[src/rtl/tl_pkg.sv]
// Shared definitions for the timed traffic-light scheduler.
//   - Light encodings driven on La/Lb.
//   - State encoding for the six-phase intersection sequence.
package tl_pkg;

  localparam logic [1:0] LT_GREEN  = 2'b00;
  localparam logic [1:0] LT_YELLOW = 2'b01;
  localparam logic [1:0] LT_RED    = 2'b10;

  typedef enum logic [2:0] {
    S_AG = 3'd0,
    S_AY = 3'd1,
    S_AR = 3'd2,
    S_BG = 3'd3,
    S_BY = 3'd4,
    S_BR = 3'd5
  } state_t;

endpackage

[src/rtl/tl_phase_timer.sv]
// Phase timer: CNT_W-bit up-counter that saturates at all-ones.
// Ports:
//   clk    in   clock, rising edge
//   reset  in   synchronous active-high reset (clears count)
//   i_clr  in   synchronous clear (phase change)
//   o_cnt  out  current count
module tl_phase_timer #(
  parameter int CNT_W = 5
) (
  input  logic             clk,
  input  logic             reset,
  input  logic             i_clr,
  output logic [CNT_W-1:0] o_cnt
);

  logic [CNT_W-1:0] r_cnt;

  always_ff @(posedge clk) begin
    if (reset || i_clr)
      r_cnt <= '0;
    else if (r_cnt != '1)
      r_cnt <= r_cnt + CNT_W'(1);
  end

  assign o_cnt = r_cnt;

endmodule

[src/rtl/tl_sched_timed.sv]
// Timed, demand-driven traffic-light scheduler for a two-street intersection.
// Green phases are bounded by GREEN_MIN/GREEN_MAX, followed by yellow and
// all-red clearance. Pedestrian requests are latched and served with a timed
// walk signal on the next entry into the corresponding green phase.
// Ports:
//   clk     in   clock, rising edge
//   reset   in   synchronous active-high reset
//   Ta, Tb  in   car present on street A / B
//   pa_req  in   pedestrian request for A walk (level or pulse)
//   pb_req  in   pedestrian request for B walk
//   La, Lb  out  light for street A / B (00 green, 01 yellow, 10 red)
//   walk_a  out  pedestrian walk, only during A green
//   walk_b  out  pedestrian walk, only during B green
module tl_sched_timed
  import tl_pkg::*;
#(
  parameter int GREEN_MIN = 8,
  parameter int GREEN_MAX = 16,
  parameter int YELLOW_T  = 3,
  parameter int ALLRED_T  = 1,
  parameter int WALK_T    = 6,
  parameter int CNT_W     = 5
) (
  input  logic       clk,
  input  logic       reset,
  input  logic       Ta,
  input  logic       Tb,
  input  logic       pa_req,
  input  logic       pb_req,
  output logic [1:0] La,
  output logic [1:0] Lb,
  output logic       walk_a,
  output logic       walk_b
);

  // Timer thresholds: the timer reads k during the (k+1)-th cycle of a phase.
  localparam logic [CNT_W-1:0] C_GMIN = CNT_W'(GREEN_MIN - 1);
  localparam logic [CNT_W-1:0] C_GMAX = CNT_W'(GREEN_MAX - 1);
  localparam logic [CNT_W-1:0] C_YEL  = CNT_W'(YELLOW_T - 1);
  localparam logic [CNT_W-1:0] C_ARD  = CNT_W'(ALLRED_T - 1);
  localparam logic [CNT_W-1:0] C_WALK = CNT_W'(WALK_T);

  state_t           r_state;
  state_t           w_next;
  logic [CNT_W-1:0] w_timer;
  logic             w_clr;
  logic             w_dem_a, w_dem_b;
  logic             w_enter_ag, w_enter_bg;
  logic             w_walk_a, w_walk_b;
  logic             r_pa_pend, r_pb_pend;
  logic [CNT_W-1:0] r_walk_a_cnt, r_walk_b_cnt;

  assign w_dem_a = Ta | r_pa_pend;
  assign w_dem_b = Tb | r_pb_pend;

  // A walk counter only runs inside its own green; the green cannot end while
  // it is nonzero, so the state qualifier is a belt-and-braces guard.
  assign w_walk_a = (r_walk_a_cnt != '0) && (r_state == S_AG);
  assign w_walk_b = (r_walk_b_cnt != '0) && (r_state == S_BG);

  // ---------------------------------------------------------------------------
  // Phase timer, cleared on every state change.
  // ---------------------------------------------------------------------------
  assign w_clr = (w_next != r_state);

  tl_phase_timer #(.CNT_W(CNT_W)) u_timer (
    .clk   (clk),
    .reset (reset),
    .i_clr (w_clr),
    .o_cnt (w_timer)
  );

  // ---------------------------------------------------------------------------
  // FSM
  // ---------------------------------------------------------------------------
  always_ff @(posedge clk) begin
    if (reset) r_state <= S_AG;
    else       r_state <= w_next;
  end

  always_comb begin
    w_next = r_state;
    case (r_state)
      // Leave green only after the minimum, with no walk running, when the
      // other street wants service, and either our street is empty or we hit
      // the maximum (which is what prevents starvation under Ta&Tb).
      S_AG: if (w_timer >= C_GMIN && !w_walk_a && w_dem_b &&
                (!Ta || w_timer >= C_GMAX))
              w_next = S_AY;
      S_AY: if (w_timer == C_YEL) w_next = S_AR;
      S_AR: if (w_timer == C_ARD) w_next = S_BG;
      S_BG: if (w_timer >= C_GMIN && !w_walk_b && w_dem_a &&
                (!Tb || w_timer >= C_GMAX))
              w_next = S_BY;
      S_BY: if (w_timer == C_YEL) w_next = S_BR;
      S_BR: if (w_timer == C_ARD) w_next = S_AG;
      default: w_next = S_AG;
    endcase
  end

  assign w_enter_ag = (w_next == S_AG) && (r_state != S_AG);
  assign w_enter_bg = (w_next == S_BG) && (r_state != S_BG);

  // ---------------------------------------------------------------------------
  // Pedestrian pending bits and walk counters. A request seen on the very
  // edge that enters the green is served immediately rather than deferred.
  // ---------------------------------------------------------------------------
  always_ff @(posedge clk) begin
    if (reset) begin
      r_pa_pend    <= 1'b0;
      r_walk_a_cnt <= '0;
    end else if (w_enter_ag && (r_pa_pend || pa_req)) begin
      r_pa_pend    <= 1'b0;
      r_walk_a_cnt <= C_WALK;
    end else begin
      if (r_walk_a_cnt != '0) r_walk_a_cnt <= r_walk_a_cnt - CNT_W'(1);
      if (pa_req)             r_pa_pend    <= 1'b1;
    end
  end

  always_ff @(posedge clk) begin
    if (reset) begin
      r_pb_pend    <= 1'b0;
      r_walk_b_cnt <= '0;
    end else if (w_enter_bg && (r_pb_pend || pb_req)) begin
      r_pb_pend    <= 1'b0;
      r_walk_b_cnt <= C_WALK;
    end else begin
      if (r_walk_b_cnt != '0) r_walk_b_cnt <= r_walk_b_cnt - CNT_W'(1);
      if (pb_req)             r_pb_pend    <= 1'b1;
    end
  end

  // ---------------------------------------------------------------------------
  // Moore light decode from the registered state.
  // ---------------------------------------------------------------------------
  always_comb begin
    La = LT_RED;
    Lb = LT_RED;
    case (r_state)
      S_AG: La = LT_GREEN;
      S_AY: La = LT_YELLOW;
      S_BG: Lb = LT_GREEN;
      S_BY: Lb = LT_YELLOW;
      default: ;
    endcase
  end

  assign walk_a = w_walk_a;
  assign walk_b = w_walk_b;

endmodule

[config.mk]
export PLATFORM = sky130hd
export DESIGN_NAME = tl_sched_timed
export DESIGN_NICKNAME = d
export VERILOG_FILES = /design/src/rtl/tl_pkg.sv /design/src/rtl/tl_phase_timer.sv /design/src/rtl/tl_sched_timed.sv
export SDC_FILE = /design/constraint.sdc
export NUM_CORES = 1
export LEC_CHECK = 0
export CORE_MARGIN = 1.5
export CORE_UTILIZATION = 45
export DETAILED_ROUTE_END_ITERATION = 10
export GPL_ROUTABILITY_DRIVEN = 0
export PLACE_DENSITY_LB_ADDON = 0.1
export SYNTH_ARGS = -nofsm -noshare
export SYNTH_HDL_FRONTEND = slang
export SYNTH_SLANG_ARGS = --single-unit
[constraint.sdc]
create_clock -name clk -period 2 [get_ports clk]
set_input_delay 0.2 -clock clk [delete_from_list [all_inputs] [get_ports clk]]
set_output_delay 0.2 -clock clk [all_outputs]
set_load 0.01 [all_outputs]
# Yosys cells after proc, flatten, opt, wreduce, memory -nomap -nowiden
# Cells that the tools add are included.
word_totals:
  reg_bits: 20
  inputBits: 6
op_classes:
  add_sub_neg: 3
  magnitude_cmp: 2
  eq_ne: 10
  mux: 13
  n_bitwise: 2
  reduce_logical: 31
ops:
  columns: ["cell", "count"]
  rows:
  - ["two-way mux 3 bit", 10]
  - ["case mux 3 bit (6 select lines)", 1]
  - ["logical AND 1 bit", 12]
  - ["nonzero test 5 bit", 2]
  - ["subtractor 5 x 1 -> 5 bit (second input constant)", 2]
  - ["equality test 3 x 2 -> 1 bit (second input constant)", 3]
  - ["case mux 2 bit (2 select lines)", 2]
  - ["equality test 3 bit (second input constant)", 2]
  - ["logical NOT 3 bit", 2]
  - ["adder 5 x 1 -> 5 bit (second input constant)", 1]
  - ["equality test 5 x 2 -> 1 bit (second input constant)", 1]
  - [">= comparator 5 x 3 -> 1 bit (second input constant)", 1]
  - [">= comparator 5 x 4 -> 1 bit (second input constant)", 1]
  - ["logical NOT 5 bit", 1]
  - ["logical OR 1 bit", 5]
  - ["!= test 5 bit (second input constant)", 1]
  - ["logical NOT 1 bit", 4]
  - ["nonzero test 2 bit", 2]
  - ["OR reduction 2 bit", 2]
  - ["equality test 3 x 1 -> 1 bit (second input constant)", 1]
  - ["!= test 3 x 2 -> 1 bit (second input constant)", 1]
  - ["!= test 3 bit", 1]
  - ["nonzero test 3 bit", 1]
  - ["bitwise OR 1 bit", 2]

# Longest topological paths before layout
logic_depth:
  word_depth: 12
  mapped_depth: 8
  ltp_nobuf: 8

# Hierarchy
# Synthesis repeated with hierarchy kept, for this count alone.
hier_totals:
  hier_cells: 135
  area_unflattened_um2: 1131.1
by_module_without_submodules:
  columns: ["module", "n_inst", "cells_each", "area_each_um2", "seq_area_each_um2"]
  rows:
  - ["tl_sched_timed", 1, 114, 913.4, 300.3]
  - ["tl_phase_timer", 1, 21, 217.7, 100.1]

# Least setup slack after synthesis
# No wires, ideal clock.
synth_timing:
  path_type: "register to register"
  start: "register r_walk_b_cnt[0]"
  end: "register u_timer.r_cnt[0], in the netlist u_timer.o_cnt[0]"
  setup_ps: 120
  arrival_time_ps: 1748
  t_required_ps: 1880
  slack_ps: 133
  path_stages_with_launch: 8
  path_cell_list: "dfxtp_1 inv_1 ha_1 or4b_4 a311oi_1 nand4_1 nand4_1 nor2_1"
synth_via:
  elab_chain_len: 10
synth_lines:
  columns: ["item", "line_no", "source"]
  rows:
  - ["start: declaration", "tl_sched_timed.sv:51", "logic [CNT_W-1:0] r_walk_a_cnt, r_walk_b_cnt;"]
  - ["start signal: assignment", "tl_sched_timed.sv:129", "if (r_walk_b_cnt != '0) r_walk_b_cnt <= r_walk_b_cnt - CNT_W'(1);"]
  - ["nonzero test 5 bit", "tl_sched_timed.sv:59", "assign w_walk_b = (r_walk_b_cnt != '0) && (r_state == S_BG);"]
  - ["logical AND 1 bit", "tl_sched_timed.sv:59", null]
  - ["logical NOT 1 bit", "tl_sched_timed.sv:92", "S_BG: if (w_timer >= C_GMIN && !w_walk_b && w_dem_a &&"]
  - ["logical AND 1 bit (3 in a row)", "tl_sched_timed.sv:92", null]
  - ["two-way mux 3 bit", "tl_sched_timed.sv:92", null]
  - ["case mux 3 bit (6 select lines)", "tl_sched_timed.sv:83", "case (r_state)"]
  - ["!= test 3 bit", "tl_sched_timed.sv:64", "assign w_clr = (w_next != r_state);"]
  - ["logical OR 1 bit", "tl_phase_timer.sv:19", "if (reset || i_clr)"]
  - ["end signal: assignment", "tl_phase_timer.sv:22", "r_cnt <= r_cnt + CNT_W'(1);"]
  - ["end: declaration", "tl_phase_timer.sv:16", "logic [CNT_W-1:0] r_cnt;"]
# Every way passes these cells.
# A chain may end at the register's enable or synchronous reset.

# Worst setup path in the final report
layout_timing:
  start: "register r_walk_b_cnt[1]"
  end: "register u_timer.r_cnt[3], in the netlist u_timer.o_cnt[3]"
# The elaborated chain is that of the path after synthesis.

==> Flow_metrics.wiki <==
{| class="wikitable"
! Metric !! Value
|-
| Core ar. || 2710 sq um
|-
| Total GRT Usage || 19.4%
|-
| Number of rows created at floorplan || 19
|-
| Clock H-tree levels || 1
|-
| Master of the slowest instance on the critical path || or4b_4
|-
| Via count || 1,177
|-
| Arrival time at the worst endpoint || 2.11 ns
|-
| Critical path fanouts, max || 5
|-
| Count of antenna diodes in the layout || 0
|-
| Most common cell on crit path || nand4_1
|-
| Clock network latency to the later pin of the worst-skew pair || 0.30 ns
|-
| Async set-or-reset flop fraction in the synthesized netlist || 0%
|-
| Antenna violations before repair || 0
|-
| Cell family contributing the most delay on the critical path || simple AND/OR/NAND/NOR gates
|-
| Sum of overflow across all layers after global routing || 0
|-
| Total DRC errors in the routed layout || 0
|-
| Detailed placement HPWL || 2100 microns
|-
| Reported leakage power || 0.629 nW
|-
| Vias per cell || 5.74
|-
| Post-Synthesis Net Count || 167
|-
| Critical setup path kind || reg2reg
|-
| Number of buffers inserted for hold repair after clock tree synthesis || 0
|-
| Final-report setup violation count || 0
|-
| Power spent charging and discharging nets || 0.000680 W
|-
| Number of flip-flops and latches in the synthesized netlist || 20
|-
| Flop pwr share || 35.8%
|-
| Cells along the critical path || inv_2 -> ha_4 -> or4b_4 -> a311oi_2 -> buf_4 -> nand4_1 -> nand4_1 -> nor2_1
|-
| Wire length per cell || 13.8 microns
|-
| Pin count of the biggest net entering global routing || 15
|-
| TritonRoute pass-1 iters || 4
|-
| Sequential standard cell area || 412 sq um
|-
| Count of nets after finishing || 191
|-
| Internal cell power || 0.00107 W
|-
| Fin Clk Skew || 0.00118 ns
|-
| Unrepaired setup endpoints after global routing || yes
|-
| Final Hold Fails || 0
|-
| Worst rel slew slack || 77.5%
|-
| Detailed-route wire length || 2820 microns
|-
| Count of boundary I/O pins || 12
|-
| Highest attainable clock frequency || 523 MHz
|-
| Unique masters post-synth || 41
|-
| Number of buffers inserted during clock tree synthesis || 3
|-
| Number of clock sinks seen by CTS || 20
|-
| CP max stage delay || 0.47 ns
|-
| Share of synthesized area occupied by flip-flops and latches || 31.8%
|-
| Average instance area after synthesis || 8.29 sq um
|-
| Number of nets with antenna violations after routing || 0
|-
| Height of the die || 55.9 microns
|-
| CTS tree || done
|-
| # port buffers || 11
|-
| Top FF cell, synth || dfxtp_1
|-
| Global-route wire length before repair || 4840 microns
|-
| Clock power frac || 11.3%
|-
| Category of the worst setup path launch point || flop
|-
| Final critical-path share of the clock period || 95.5%
|-
| Total die area || 3130 sq um
|-
| Starting density of the core || 46.5%
|-
| Required time of the worst setup path || 2.20 ns
|-
| Worst VDD drop || 0.763 mV
|-
| Worst hold slack after final layout || 0.560 ns
|-
| Initial DRC Count || 12
|-
| Class of the tightest hold or removal check || reg2reg
|-
| Number of enable flip-flop cells after synthesis || 0
|-
| Layout cells sized above 1 || 21.8%
|-
| Tightest Pin Transition || 0.336 ns
|-
| Max-cap check violation count || 0
|-
| Dpl ws || -0.00702 ns
|-
| Relative contribution of combinational cells to total power || 53.0%
|-
| Gate count after technology mapping || 152
|-
| Vias in the first global route || 1,072
|-
| Multi-input gate area || 850 sq um
|-
| Count of yosys warnings during synthesis || 0
|-
| Outcome || finished clean
|-
| Total power per unit cell area || 1110 nW/um^2
|-
| Sum of buffers and inverters on the critical path || 2
|-
| Switching share of power || 38.9%
|-
| Clock-pin slew on the worst setup and hold paths || 0.11 ns
|-
| Mapped Area || 1260 sq um
|-
| Slack of the critical path || 0.0893 ns
|-
| Die outline width || 55.9 microns
|-
| Worst Setup End Kind || flop
|-
| Maximum root-to-sink buffer count || 2
|-
| Final slew viol count || 0
|-
| Shortest clock period the worst path allows after layout || 1.91 ns
|-
| Clock tree root buffer cell || clkbuf_4
|-
| Number of fill cells || 256
|-
| Growth of design area from synthesis to finish || 24.5%
|}
-- cells in the mapped netlist, types with 2 or more instances --
master | count | share of area [%]
dfxtp_1 | 20 | 32
nor2_1 | 17 | 5.1
nand2_1 | 13 | 3.9
inv_1 | 11 | 3.3
nor3_1 | 11 | 4.4
a21oi_1 | 9 | 3.6
ha_1 | 9 | 8.9
o21ai_0 | 5 | 2.0
xnor2_1 | 5 | 3.5
clkbuf_1 | 4 | 1.2
nand3_1 | 4 | 1.6
nand4_1 | 4 | 2.0
xor2_1 | 4 | 2.8
nand3b_1 | 3 | 1.8
a211o_1 | 2 | 1.4
a211oi_1 | 2 | 1.2
a311oi_1 | 2 | 1.4
and2_1 | 2 | 0.99
nand4b_1 | 2 | 1.4
nor4_1 | 2 | 0.99
-- cell type report --
class / instances / area share [%]
Timing Repair Buffer: 24 / 13.1
Multi-Input combinational cell: 116 / 54.1
Inverter: 11 / 2.63
Clock buffer: 3 / 1.44
Tap cell: 31 / 2.47
Sequential cell: 20 / 26.2
-- sequential cells by signal (all words and copies together), names as in the netlist --
| signal | cells |
|---|---|
| r_walk_a_cnt | 5 |
| r_walk_b_cnt | 5 |
| r_state | 3 |
| r_pa_pend | 1 |
| r_pb_pend | 1 |
| u_timer.o_cnt | 5 |
-- power by group through the flow --
| stage | clock network [W] | registers (W) | logic [W] |
|---|---|---|---|
| finish | 0.000197 | 0.000625 | 0.000925 |
| global route | 0.000224 | 0.000645 | 0.00103 |
| CTS | 0.000200 | 0.000608 | 0.000813 |
| detailed placement | 0 | 0.000613 | 0.000809 |
| global placement | 0 | 0.000608 | 0.000789 |
| floorplan | 0 | 0.000584 | 0.000601 |
-- kinds of logic after synthesis --
| family | after synthesis | share of synthesized area [%] |
|---|---|---|
| buffers and inverters | 16 | 5.36 |
| AOI/OAI and AO/OA | 28 | 15.9 |
| adders and majority gates | 9 | 8.94 |
| muxes | 1 | 0.794 |
| xor gates and xnor gates | 9 | 6.26 |
| DFF | 20 | 31.8 |
| and+or+nand+nor | 69 | 31.0 |
-- metrics by stage --
| step | util (%) | cell area [sq um] | std cells | TNS, ns | total power, W |
|---|---|---|---|---|---|
| after floorplan | - | 1260 | 152 | 0 | 0.00119 |
| after global placement | 53.2 | 1440 | 197 | 0 | 0.00140 |
| after detailed placement | 53.2 | 1440 | 197 | -0.00972 | 0.00142 |
| after CTS | 54.5 | 1480 | 200 | 0 | 0.00162 |
| after global routing | 57.9 | 1570 | 205 | -0.0203 | 0.00190 |
| final | 57.9 | 1570 | 205 | 0 | 0.00175 |
-- timing repair --
| item | in CTS | in global routing |
|---|---|---|
| setup endpoints to repair | 8 | 13 |
| setup buffers | 0 | 5 |
| pin swaps | 0 | 8 |
| resized for setup | 6 | 15 |
-- placed cells by master, fill, tap and decap left out, types with 4 or more instances in the layout --
cell type / count
xor2_1: 4
buf_4: 13
ha_1: 8
dfxtp_2: 6
o21ai_0: 5
nand4_1: 4
nor3_1: 11
a21oi_1: 9
dfxtp_1: 13
nand3_1: 4
inv_1: 9
nor2_1: 16
nand2_1: 13
xnor2_1: 5
clkdlybuf4s50_1: 9
-- final timing paths --
kind	startpoint	end	slack, ns	depth (start not counted)
max	r_walk_b_cnt[1]$_SDFFE_PP0P_	u_timer.o_cnt[3]$_SDFFE_PP0P_	0.09	8
min	r_state[2]$_SDFF_PP0_	r_state[1]$_SDFF_PP0_	0.56	1
max reg2reg	r_walk_b_cnt[1]$_SDFFE_PP0P_	u_timer.o_cnt[3]$_SDFFE_PP0P_	0.09	8
min reg2reg	r_state[2]$_SDFF_PP0_	r_state[1]$_SDFF_PP0_	0.56	1
-- routing by layer --
layer / up-vias / global-route usage, % / wire [microns] / part of all wire, %
li1: 593 / - / - / -
met1: 569 / 24.3 / 1290 / 46
met2: 11 / 34.0 / 1440 / 51
met3: 4 / 3.26 / 64 / 2.3
met4: 0 / 6.46 / 28 / 0.99
met5: - / 0 / 0 / 0
No activity file was read; power rests on OpenSTA's default activity.
==> edit 1: new RTL, config.mk and constraints unchanged <==
`CNT_W` is set to 5 in 2 places; all go to 4.
--- a/src/rtl/tl_phase_timer.sv
+++ b/src/rtl/tl_phase_timer.sv
@@ -5,7 +5,7 @@
 //   i_clr  in   synchronous clear (phase change)
 //   o_cnt  out  current count
 module tl_phase_timer #(
-  parameter int CNT_W = 5
+  parameter int CNT_W = 4
 ) (
   input  logic             clk,
   input  logic             reset,
--- a/src/rtl/tl_sched_timed.sv
+++ b/src/rtl/tl_sched_timed.sv
@@ -19,7 +19,7 @@
   parameter int YELLOW_T  = 3,
   parameter int ALLRED_T  = 1,
   parameter int WALK_T    = 6,
-  parameter int CNT_W     = 5
+  parameter int CNT_W     = 4
 ) (
   input  logic       clk,
   input  logic       reset,
Formal check against the unedited RTL: no difference found for any inputs over 10 cycles, from zero or initial values and one cycle with reset high; that may be too few to reach the edited logic, so the function may still have changed.
==> edit 1 against the unedited design <==
- non-clock buffer count is the same
- critical path depth shrank 1
- critical path type unchanged
- highest routed layer unchanged
- core utilization rose by 8.1 points
- sequential cell count down 3
- count of clock-buffer cells in the layout rose by 1
- global-route usage is 0.97 points higher
- worst setup slack got worse by 0.048 ns
- synthesized area down 20%
- final area decreased by 14%
- via count is 19% lower
- routed wire length down 13%
Power is not compared: it rests on default switching activity, and its combinational part moved more than twofold at a synthesized area within 25%.
==> edit 1: results <==
[run_status]
status = completed

[routing]
firstDrtPassIters = 4
drt_iter0_markers = 24
wl_per_cell_um = 14.9
vias_per_cell = 5.80

[global_routing]
first_global_vias = 876
grt_max_degree = 13
grt.total_usage_pct = 20.4
antenna_found_initial = 0
grt_pass1_wl_mm = 4.00

[synthesis]
synth.area.top_cells = dfxtp_1, nand3b_1, nor2_1
ys.flop_type = dfxtp_1
yosysWarnings = 0
yosysSeqAreaShare_pct = 33.8
synth_nets = 123
synthArstFlopShare_pct = 0
synthTopCellsByCount = dfxtp_1, nor2_1, a21oi_1, nand2_1, nand3b_1
ys_types = 42

[place]
io_buffers = 11
detailed_place_hpwl_mm = 1.79

[final_layout]
drive_gt1_share_pct = 31.9
antenna_cells = 0
final_nets = 148

[clock_tree]
path_clk_slew_ns = 0.10
clock_path_buffers = 2
h-tree-depth = 1
cts_root_buf = clkbuf_4
numCtsBuffers = 3
worst_skew_pair.late_latency_ns = 0.29

[worst_hold_path]
hp-class = flip-flop to flip-flop

[setup_path]
crit_path_max_incr_delay_ns = 0.48
critPathArrivalTime_ns = 2.18
critical_path_peak_fanout = 4
crit_slowest_cell = or4b_4

[pwr]
p_leak_nw = 0.507
swShare_pct = 26.6
vdd_drop_max_mv = 0.449

[sta]
slew_headroom_pct = 72.9
clock_skew_ns = 0.00158
==> edit 1: cell count changes after synthesis, sizes merged, moves of 4 or more <==
| cell | before | now |
|---|---|---|
| ha | 9 | 3 |
| xnor2 | 5 | 1 |
| nor2 | 17 | 12 |
| xor2 | 4 | 0 |
| inv | 11 | 3 |
| nand2 | 13 | 7 |
| clkbuf | 4 | 0 |
| nand4 | 4 | 0 |
| nor3 | 12 | 5 |
==> edit 1: power groups by stage <==
stage	Clock [W]	Combinational [W]	Sequential [W]
after global placement	0	0.0000835	0.000365
after detailed placement	0	0.0000858	0.000366
after CTS	0.000187	0.0000866	0.000358
final	0.000187	0.000115	0.000361
after floorplan	0	0.0000562	0.000363
after global routing	0.000203	0.000125	0.000363
==> edit 1: layout make-up <==
type	count	area [um^2]
clock buffers	4	26.3
fillers	186	694
inverters	3	13.8
multi-input cells	90	713
flip-flops and latches	17	352
well taps	27	33.8
repair buffers	24	209
==> edit 1: final timing paths <==
| kind | from | endpoint | slack, ns | depth (start not counted) |
|---|---|---|---|---|
| worst min register to register | r_walk_a_cnt[3] | r_walk_a_cnt[3] | 0.51 | 2 |
| worst max-delay path | u_timer.o_cnt[1] | r_walk_b_cnt[2] | 0.04 | 7 |
| worst min-delay path | r_walk_a_cnt[3] | r_walk_a_cnt[3] | 0.51 | 2 |
| worst max register to register | u_timer.o_cnt[1] | r_walk_b_cnt[2] | 0.04 | 7 |
==> edit 1: routing by layer <==
metal	GRT usage (%)	up-vias	share of wire, %
li1	-	475	-
met1	27.2	453	47
met2	34.6	25	49
met3	3.57	4	3.3
met4	4.05	0	0.98
met5	0	-	0
==> edit 1: kinds of logic after synthesis <==
group | after synthesis | share of synthesized area, %
flops | 17 | 33.8
compound gates | 33 | 25.6
simple gates | 51 | 30.2
xor+xnor | 1 | 0.870
mux | 2 | 2.11
fa+ha+maj | 3 | 3.73
buf+inv | 7 | 3.73
==> edit 1: stage by stage <==
step	area, um^2	cells	worst slack [ns]
after floorplan	1010	114	0.122
after detailed placement	1190	157	-0.0320
final	1350	165	0.0413
after global placement	1190	157	0.00452
after global routing	1350	165	-0.0164
after CTS	1220	161	0.0253
==> edit 1: repair_timing <==
action / 4_1_cts / 5_1_grt
gates cloned: 0 / 0
resized for setup: 3 / 24
endpoints found under the setup margin: 7 / 12
pin swaps: 2 / 6
hold buffers: 0 / 0
setup buffers: 0 / 4
==> edit 1: critical path: cells and delay by family, from the launching register on <==
family	cells	cell delay [ns]
buffers and inverters	1	0.06
adders and majority gates	1	0.15
AOI/OAI and AO/OA	4	0.83
DFF	1	0.38
and+or+nand+nor	1	0.48
==> edit 2: new RTL, config.mk and constraints unchanged <==
Without the edit above. The 6 states of `state_t` get a Gray code encoding in 3 bits.
--- a/src/rtl/tl_pkg.sv
+++ b/src/rtl/tl_pkg.sv
@@ -8,12 +8,12 @@
   localparam logic [1:0] LT_RED    = 2'b10;
 
   typedef enum logic [2:0] {
-    S_AG = 3'd0,
-    S_AY = 3'd1,
-    S_AR = 3'd2,
-    S_BG = 3'd3,
-    S_BY = 3'd4,
-    S_BR = 3'd5
+    S_AG = 3'b000,
+    S_AY = 3'b001,
+    S_AR = 3'b011,
+    S_BG = 3'b010,
+    S_BY = 3'b110,
+    S_BR = 3'b111
   } state_t;
 
 endpackage
Function: same outputs for any inputs over 10 cycles, from zero or initial values and one cycle with reset high; not proved beyond that.
==> edit 2 against the unedited design <==
- the run now ends with setup timing left
- routed wire length fell by 6.0%
- clock skew grew 0.0043 ns
- synthesized cell count shrank 9.9%
- worst setup slack got worse by 0.10 ns
- cell count is 0.49% lower
- sequential share of layout area decreased by 0.54 points
- critical path depth decreased by 2
- final area grew 0.56%
- count of clock-buffer cells in the layout is 1 higher
- worst hold slack lost 0.090 ns
- global-route usage grew 2.2 points
- largest cell class unchanged
- sequential cell count unchanged
- synthesized area fell by 7.6%
- power rose by 2.5%
==> edit 2: results <==
[synthesis]
synth_fa_ha_area_share_pct = 9.68
yosysSeqAreaShare_pct = 34.4
synth_nets = 152
muxShareOfSynthArea_pct = 1.83
synthCells = 137
ys_types = 34
synthTopCellsByCount = dfxtp_1, nor2_1, nor3_1

[final_layout]
drive_gt1_share_pct = 27.6
final_nets = 190

[sta]
clock_skew_ns = 0.00548
whs_ns = 0.470
slew_headroom_pct = 75.8
finalWorstSetupSlack_ns = -0.0144
setup_viol = 3

[setup_path]
crit_end = r_state[2]
rr_startpoint = r_walk_b_cnt[0]
crit_slowest_cell = or4_4
critical_path_peak_fanout = 2
r2r.worst_path.cells = 6
critPathArrivalTime_ns = 2.26

[place]
detailed_place_hpwl_mm = 2.05
dp_slack_ns = -0.0925
placed_area_um2 = 1480
io_buffers = 11
dp_cells = 198

[worst_hold_path]
min_from = pa_req
hold_path_end = r_pa_pend
hold_depth = 3
hp-class = input pin to flip-flop

[run_status]
violations = setup timing
status = complete, but fails checks

[pwr]
power_density_nw_per_um2 = 1130
pwr-share-comb_pct = 53.9
power.net_switching_w = 0.000622
vdd_drop_max_mv = 0.755
p_leak_nw = 0.691
clkPwrFrac_pct = 13.7

[routing]
vias_per_cell = 5.33
wl_mm = 2.65

[global_routing]
globalRouteMet1Util_pct = 25.1
met2_usage_pct = 39.8
grt.met3_usage_pct = 2.50
grt_max_degree = 12
grt.total_usage_pct = 21.7
-- edit 2: cell types whose count changed in the layout (fill, tap and decap cells not counted), sizes merged, moves of 3 or more --
cell,change
buf,+12
nand3,-4
nand3b,-3
nand4,-3
nor4,-3
-- edit 2: cell type report --
type / count / area, um^2
inverter: 9 / 33.8
fill: 218 / 877
clock buffer: 4 / 36.3
sequential: 20 / 405
tap: 30 / 37.5
timing repair buffer: 36 / 299
multi-input combinational: 105 / 766
-- edit 2: what timing repair did --
item	in CTS	in global routing
gates resized for setup	12	3
setup endpoints to repair	9	8
setup buffers	2	0
hold buffers	0	0
cloned	0	0
pin swaps	7	1
-- edit 2: routing by layer --
layer | up-vias | part of all wire (%) | wire length, um
met2 | 7 | 52 | 1370
met3 | 4 | 1.5 | 40
met4 | 0 | 1.7 | 44
met5 | - | 0 | 0
li1 | 559 | - | -
met1 | 517 | 45 | 1200
